==> src/rtl/swg_window_deduplicator.sv <==
//------------------------------------------------------------------------------
// swg_window_deduplicator
//
// Receiving-end inverse of the sliding-window generator. It consumes the SWG
// window stream (kernel rows, then kernel columns, then channel folds, with
// windows in output-raster order). Each input-feature-map element is re-emitted
// exactly once, in first-appearance order. Beats that repeat an element already
// covered by an earlier window are consumed and dropped.
//
// Optional feature: define SWG_DEDUP_TLAST_EN to add out_V_V_TLAST, which marks
// the last kept beat of each frame.
//
// Ports:
//   ap_clk          in   clock, rising edge
//   ap_rst          in   synchronous active-high reset
//   in0_V_V_TVALID  in   window-stream beat valid
//   in0_V_V_TREADY  out  window-stream beat accepted
//   in0_V_V_TDATA   in   window-stream beat (BIT_WIDTH*SIMD)
//   out_V_V_TVALID  out  deduplicated beat valid
//   out_V_V_TREADY  in   sink ready
//   out_V_V_TDATA   out  deduplicated beat (BIT_WIDTH*SIMD)
//   out_V_V_TLAST   out  last beat of frame (only with SWG_DEDUP_TLAST_EN)
//------------------------------------------------------------------------------
`timescale 1ns/1ps

module swg_window_deduplicator #(
    parameter int unsigned BIT_WIDTH = 8,
    parameter int unsigned SIMD      = 1,
    parameter int unsigned CHANNELS  = 1,
    parameter int unsigned IFM_DIM   = 4,
    parameter int unsigned K         = 2,
    parameter int unsigned STRIDE    = 1
) (
    input  logic                      ap_clk,
    input  logic                      ap_rst,
    input  logic                      in0_V_V_TVALID,
    output logic                      in0_V_V_TREADY,
    input  logic [BIT_WIDTH*SIMD-1:0] in0_V_V_TDATA,
    output logic                      out_V_V_TVALID,
    input  logic                      out_V_V_TREADY,
    output logic [BIT_WIDTH*SIMD-1:0] out_V_V_TDATA
`ifdef SWG_DEDUP_TLAST_EN
    ,
    output logic                      out_V_V_TLAST
`endif
);

    localparam int unsigned CF      = CHANNELS / SIMD;
    localparam int unsigned OFM_DIM = (IFM_DIM - K) / STRIDE + 1;

    // Counter widths are $clog2(max+1), floored at 1 bit for degenerate ranges.
    localparam int unsigned CF_W = (CF > 1)      ? $clog2(CF)      : 1;
    localparam int unsigned K_W  = (K > 1)       ? $clog2(K)       : 1;
    localparam int unsigned O_W  = (OFM_DIM > 1) ? $clog2(OFM_DIM) : 1;

    localparam logic [CF_W-1:0] CF_MAX  = CF_W'(CF - 1);
    localparam logic [K_W-1:0]  K_MAX   = K_W'(K - 1);
    localparam logic [O_W-1:0]  O_MAX   = O_W'(OFM_DIM - 1);
    // First kernel row/column not already covered by the previous window.
    localparam logic [K_W-1:0]  K_FRESH = K_W'(K - STRIDE);

    logic [CF_W-1:0] r_cf;
    logic [K_W-1:0]  r_kw;
    logic [K_W-1:0]  r_kh;
    logic [O_W-1:0]  r_ow;
    logic [O_W-1:0]  r_oh;

    logic                      r_out_valid;
    logic [BIT_WIDTH*SIMD-1:0] r_out_data;
    logic                      r_out_last;

    logic w_cf_last;
    logic w_kw_last;
    logic w_kh_last;
    logic w_ow_last;
    logic w_oh_last;
    logic w_frame_last;
    logic w_keep;
    logic w_in_ready;
    logic w_in_fire;

    always_comb begin
        w_cf_last    = (r_cf == CF_MAX);
        w_kw_last    = (r_kw == K_MAX);
        w_kh_last    = (r_kh == K_MAX);
        w_ow_last    = (r_ow == O_MAX);
        w_oh_last    = (r_oh == O_MAX);
        w_frame_last = w_cf_last && w_kw_last && w_kh_last && w_ow_last && w_oh_last;

        // A beat is new when its row is not shared with the window above and
        // its column is not shared with the window to the left.
        w_keep = ((r_oh == '0) || (r_kh >= K_FRESH)) &&
                 ((r_ow == '0) || (r_kw >= K_FRESH));

        // Dropped beats never need the output register, so they are always taken.
        w_in_ready = !ap_rst && (!w_keep || !r_out_valid || out_V_V_TREADY);
        w_in_fire  = in0_V_V_TVALID && w_in_ready;
    end

    // Nested counters; a full-frame wrap falls out of every level wrapping at once.
    always_ff @(posedge ap_clk) begin
        if (ap_rst) begin
            r_cf <= '0;
            r_kw <= '0;
            r_kh <= '0;
            r_ow <= '0;
            r_oh <= '0;
        end else if (w_in_fire) begin
            r_cf <= w_cf_last ? '0 : r_cf + 1'b1;
            if (w_cf_last) begin
                r_kw <= w_kw_last ? '0 : r_kw + 1'b1;
            end
            if (w_cf_last && w_kw_last) begin
                r_kh <= w_kh_last ? '0 : r_kh + 1'b1;
            end
            if (w_cf_last && w_kw_last && w_kh_last) begin
                r_ow <= w_ow_last ? '0 : r_ow + 1'b1;
            end
            if (w_cf_last && w_kw_last && w_kh_last && w_ow_last) begin
                r_oh <= w_oh_last ? '0 : r_oh + 1'b1;
            end
        end
    end

    // Single output stage: reload wins over drain so back-to-back kept beats
    // flow at one per cycle.
    always_ff @(posedge ap_clk) begin
        if (ap_rst) begin
            r_out_valid <= 1'b0;
            r_out_data  <= '0;
            r_out_last  <= 1'b0;
        end else if (w_in_fire && w_keep) begin
            r_out_valid <= 1'b1;
            r_out_data  <= in0_V_V_TDATA;
            r_out_last  <= w_frame_last;
        end else if (out_V_V_TREADY) begin
            r_out_valid <= 1'b0;
        end
    end

    always_comb begin
        in0_V_V_TREADY = w_in_ready;
        out_V_V_TVALID = r_out_valid;
        out_V_V_TDATA  = r_out_data;
    end

`ifdef SWG_DEDUP_TLAST_EN
    always_comb begin
        out_V_V_TLAST = r_out_last;
    end
`else
    // Last-beat flag has no consumer in this build.
    logic w_unused_last;
    always_comb begin
        w_unused_last = r_out_last;
    end
`endif

endmodule
==> config.mk <==
export PLATFORM = sky130hd
export DESIGN_NAME = swg_window_deduplicator
export DESIGN_NICKNAME = d
export VERILOG_FILES = /design/src/rtl/swg_window_deduplicator.sv
export SDC_FILE = /design/constraint.sdc
export NUM_CORES = 1
export LEC_CHECK = 0
export CAP_MARGIN = 20
export CORE_MARGIN = 5
export CORE_UTILIZATION = 44
export CTS_BUF_LIST = sky130_fd_sc_hd__clkbuf_16
export CTS_CLUSTER_SIZE = 24
export DETAILED_ROUTE_END_ITERATION = 16
export PLACE_DENSITY = 0.87
export SYNTH_ARGS = -nofsm -noshare
export SYNTH_HDL_FRONTEND = slang
export SYNTH_SLANG_ARGS = --single-unit
==> constraint.sdc <==
create_clock -name ap_clk -period 1.6 [get_ports ap_clk]
set_input_delay 0.24 -clock ap_clk [delete_from_list [all_inputs] [get_ports ap_clk]]
set_output_delay 0.24 -clock ap_clk [all_outputs]
set_load 0.05 [all_outputs]
==> flow_summary.yaml <==
outcome:
  status: "finished, final reports clean"
synthesis:
  ys.warnings.count: 0
  synth_cell_types: 24
  synth_area_leaders: "dfxtp_1 41%, mux2_2 15%, nor2b_1 11%, o2111ai_4 3.6%, a21oi_1 3.4%"
  synthCells: 70
  ys_seq_elements: 15
  synth-seq-area-share: 0.4131
  synth_largest_area_cell: "dfxtp_1"
  yosysMostFrequentCell: "dfxtp_1"
  synth_nets: 82
  avgSynthCellArea_um2: 10.38
  syn_area_um2: 726.9
  synth_commonest_cells: "15 x dfxtp_1, 13 x nor2b_1, 10 x mux2_2"
  synth_ff_type: "dfxtp_1"
  ys_async_sr_fraction: 0
  synth_top_area_frac: 0.4131
  synth_enable_flop_cells: 0
cts:
  clock_sinks: 15
  cts.root.buffer_cell: "clkbuf_16"
  ctsHoldBuffers: 0
  cts_setup_buffers: 0
  cts_tree: "built"
  path_clk_slew_ns: 0.05
  cts.repair.resized: 0
  cts-htree-levels: 1
  cts_buffers: 3
  clkLatencyLatePin_ns: 0.25
  cts_buffer_depth: 2
routing:
  wl_per_cell_um: 13.19
  ant_nets: 0
  wirelength_um: 1491
  dr.pass1.iters: 4
  vias_per_cell: 5.274
  drc: 0
  vias: 596
  drt_iter0_drc: 9
sta:
  fmax_mhz: 670.5
  slew_violations: 0
  rsz0062_at_grt: "false"
  max_slew_margin: 0.7728
  finClkSkew_ns: 0.004090
  max_slew.worst_pin.slew_ns: 0.3407
  fin_ws_ns: 0.1085
  setup_viol: 0
  fin_crit_ns: 1.492
  hold_violations: 0
  period_share: 0.9322
placement:
  place.detailed.hpwl_um: 1122
  dp_slack_ns: -0.03281
  routabilityCongestion: 0.8894
  io_buffers: 21
  dp_cells: 109
worst_setup_path:
  worstSetupEndpointType: "output pin"
  worst-endpoint-arrival_ns: 1.25
  cpPeakStageDelay_ns: 0.34
  required_ns: 1.36
  startpoint_type: "flop"
  cp_max_fo: 5
  worst-setup-path-type: "flop to output pin"
  worstPathCellList: "o21bai_4, o21a_1, a21oi_2, buf_12"
  crit_path_top_delay_cell: "dfxtp_1"
floorplan:
  start_util: 0.4716
  die_x_um: 50.65
  die_area_um2: 2565
  io_pins: 22
  core_area_um2: 1541
  fp.dieH_um: 50.65
  row_count: 14
min_path:
  min_path_type: "flop to flop"
power_and_ir_drop:
  power_mw: 1.108
  power_density_nw_per_um2: 1053
  ir_drop_v: 0.0009190
  power.static_leakage_nw: 0.4296
finish:
  final_cells: 113
  final_nets: 110
  syn2layout_area_growth_pct: 44.75
  insertedDiodeCount: 0
  fin_util: 0.6826
  drive_gt1_frac: 0.3711
grt:
  grt_pass1_wl_um: 2539
  gr-total-overflow: 0
  grt_pass1_vias: 606
  grt_start_max_net_pins: 20
  grt_usage: 0.1272
  antenna_found_initial: 0
job:
  drv_cap: 0
==> layout make-up <==
cell class	instances	area, um^2
fillers	132	489.2
well taps	16	20.02
flip-flops and latches	15	301.5
multi-input cells	52	412.9
repair buffers	26	235.2
clock inverters	1	7.507
clock buffers	3	75.07
==> flip-flops by register name, summed over array words and instances (netlist names) <==
register and count:
out_V_V_TDATA 8, r_oh 2, r_ow 2, out_V_V_TVALID 1
r_kh 1, r_kw 1
==> logic make-up (layout without fill, tap and decap cells) <==
family | after synthesis | count (layout) | synth area share
simple gates | 29 | 29 | 0.2427
flops | 15 | 15 | 0.4131
compound gates | 12 | 12 | 0.1515
mux | 11 | 11 | 0.1687
buf+inv | 3 | 30 | 0.02409
==> per-layer routing <==
metal,track usage,share of wire,vias to the layer above
met1,0.1299,0.39,270
met4,0.06383,0.024,0
met5,0,0,-
li1,-,-,299
met2,0.2169,0.51,20
met3,0.05621,0.077,7
==> metrics by stage <==
step	area (um^2)	hold WS [ns]	TNS (ns)
detailed placement	969.7	0.5044	-0.2354
CTS	1052	0.5104	0
global placement	969.7	0.4906	-0.1546
floorplan	732.0	0.3844	0
global route	1052	0.5433	0
finish	1052	0.5088	0
==> power by group <==
group	internal (mW)	switching, mW	total [mW]	leakage, nW
Sequential	0.397	0.0155	0.412	0.123
Combinational	0.0936	0.110	0.204	0.269
Clock	0.336	0.156	0.492	0.0371
Total	0.826	0.281	1.11	0.430
==> worst max-delay path, delay by kind of cell (launching register included) <==
| family | cells | cell delay (ns) |
|---|---|---|
| DFF | 1 | 0.34 |
| buffers and inverters | 1 | 0.15 |
| AOI/OAI and AO/OA | 3 | 0.51 |
==> path summary, 6_finish.rpt <==
| check | from | end | slack [ns] | depth (start not counted) |
|---|---|---|---|---|
| setup / recovery | r_kh | in0_V_V_TREADY | 0.11 | 4 |
| hold / removal | r_ow[1] | r_ow[1] | 0.51 | 2 |
| setup reg to reg | r_ow[0] | out_V_V_TDATA[5] | 0.31 | 3 |
| hold reg to reg | r_ow[1] | r_ow[1] | 0.51 | 2 |
==> layout by cell type (no fill, tap or decap), drive strengths merged <==
cell type,synthesis,routed
dfxtp,15,15
buf,2,15
nor2b,13,13
clkdlybuf4s50,0,11
mux2,10,10
a21oi,5,5
nor2,4,4
nand4,3,3
clkbuf,1,3
nand2,2,2
o31ai,2,2
nand2b,2,2
or2b,2,2
o21bai,1,1
o21a,1,1
and2b,1,1
o2111ai,1,1
a2111oi,1,1
and2,1,1
mux2i,1,1
o211ai,1,1
nor3,1,1
clkinvlp,0,1
Power figures use the tool's default switching activity.
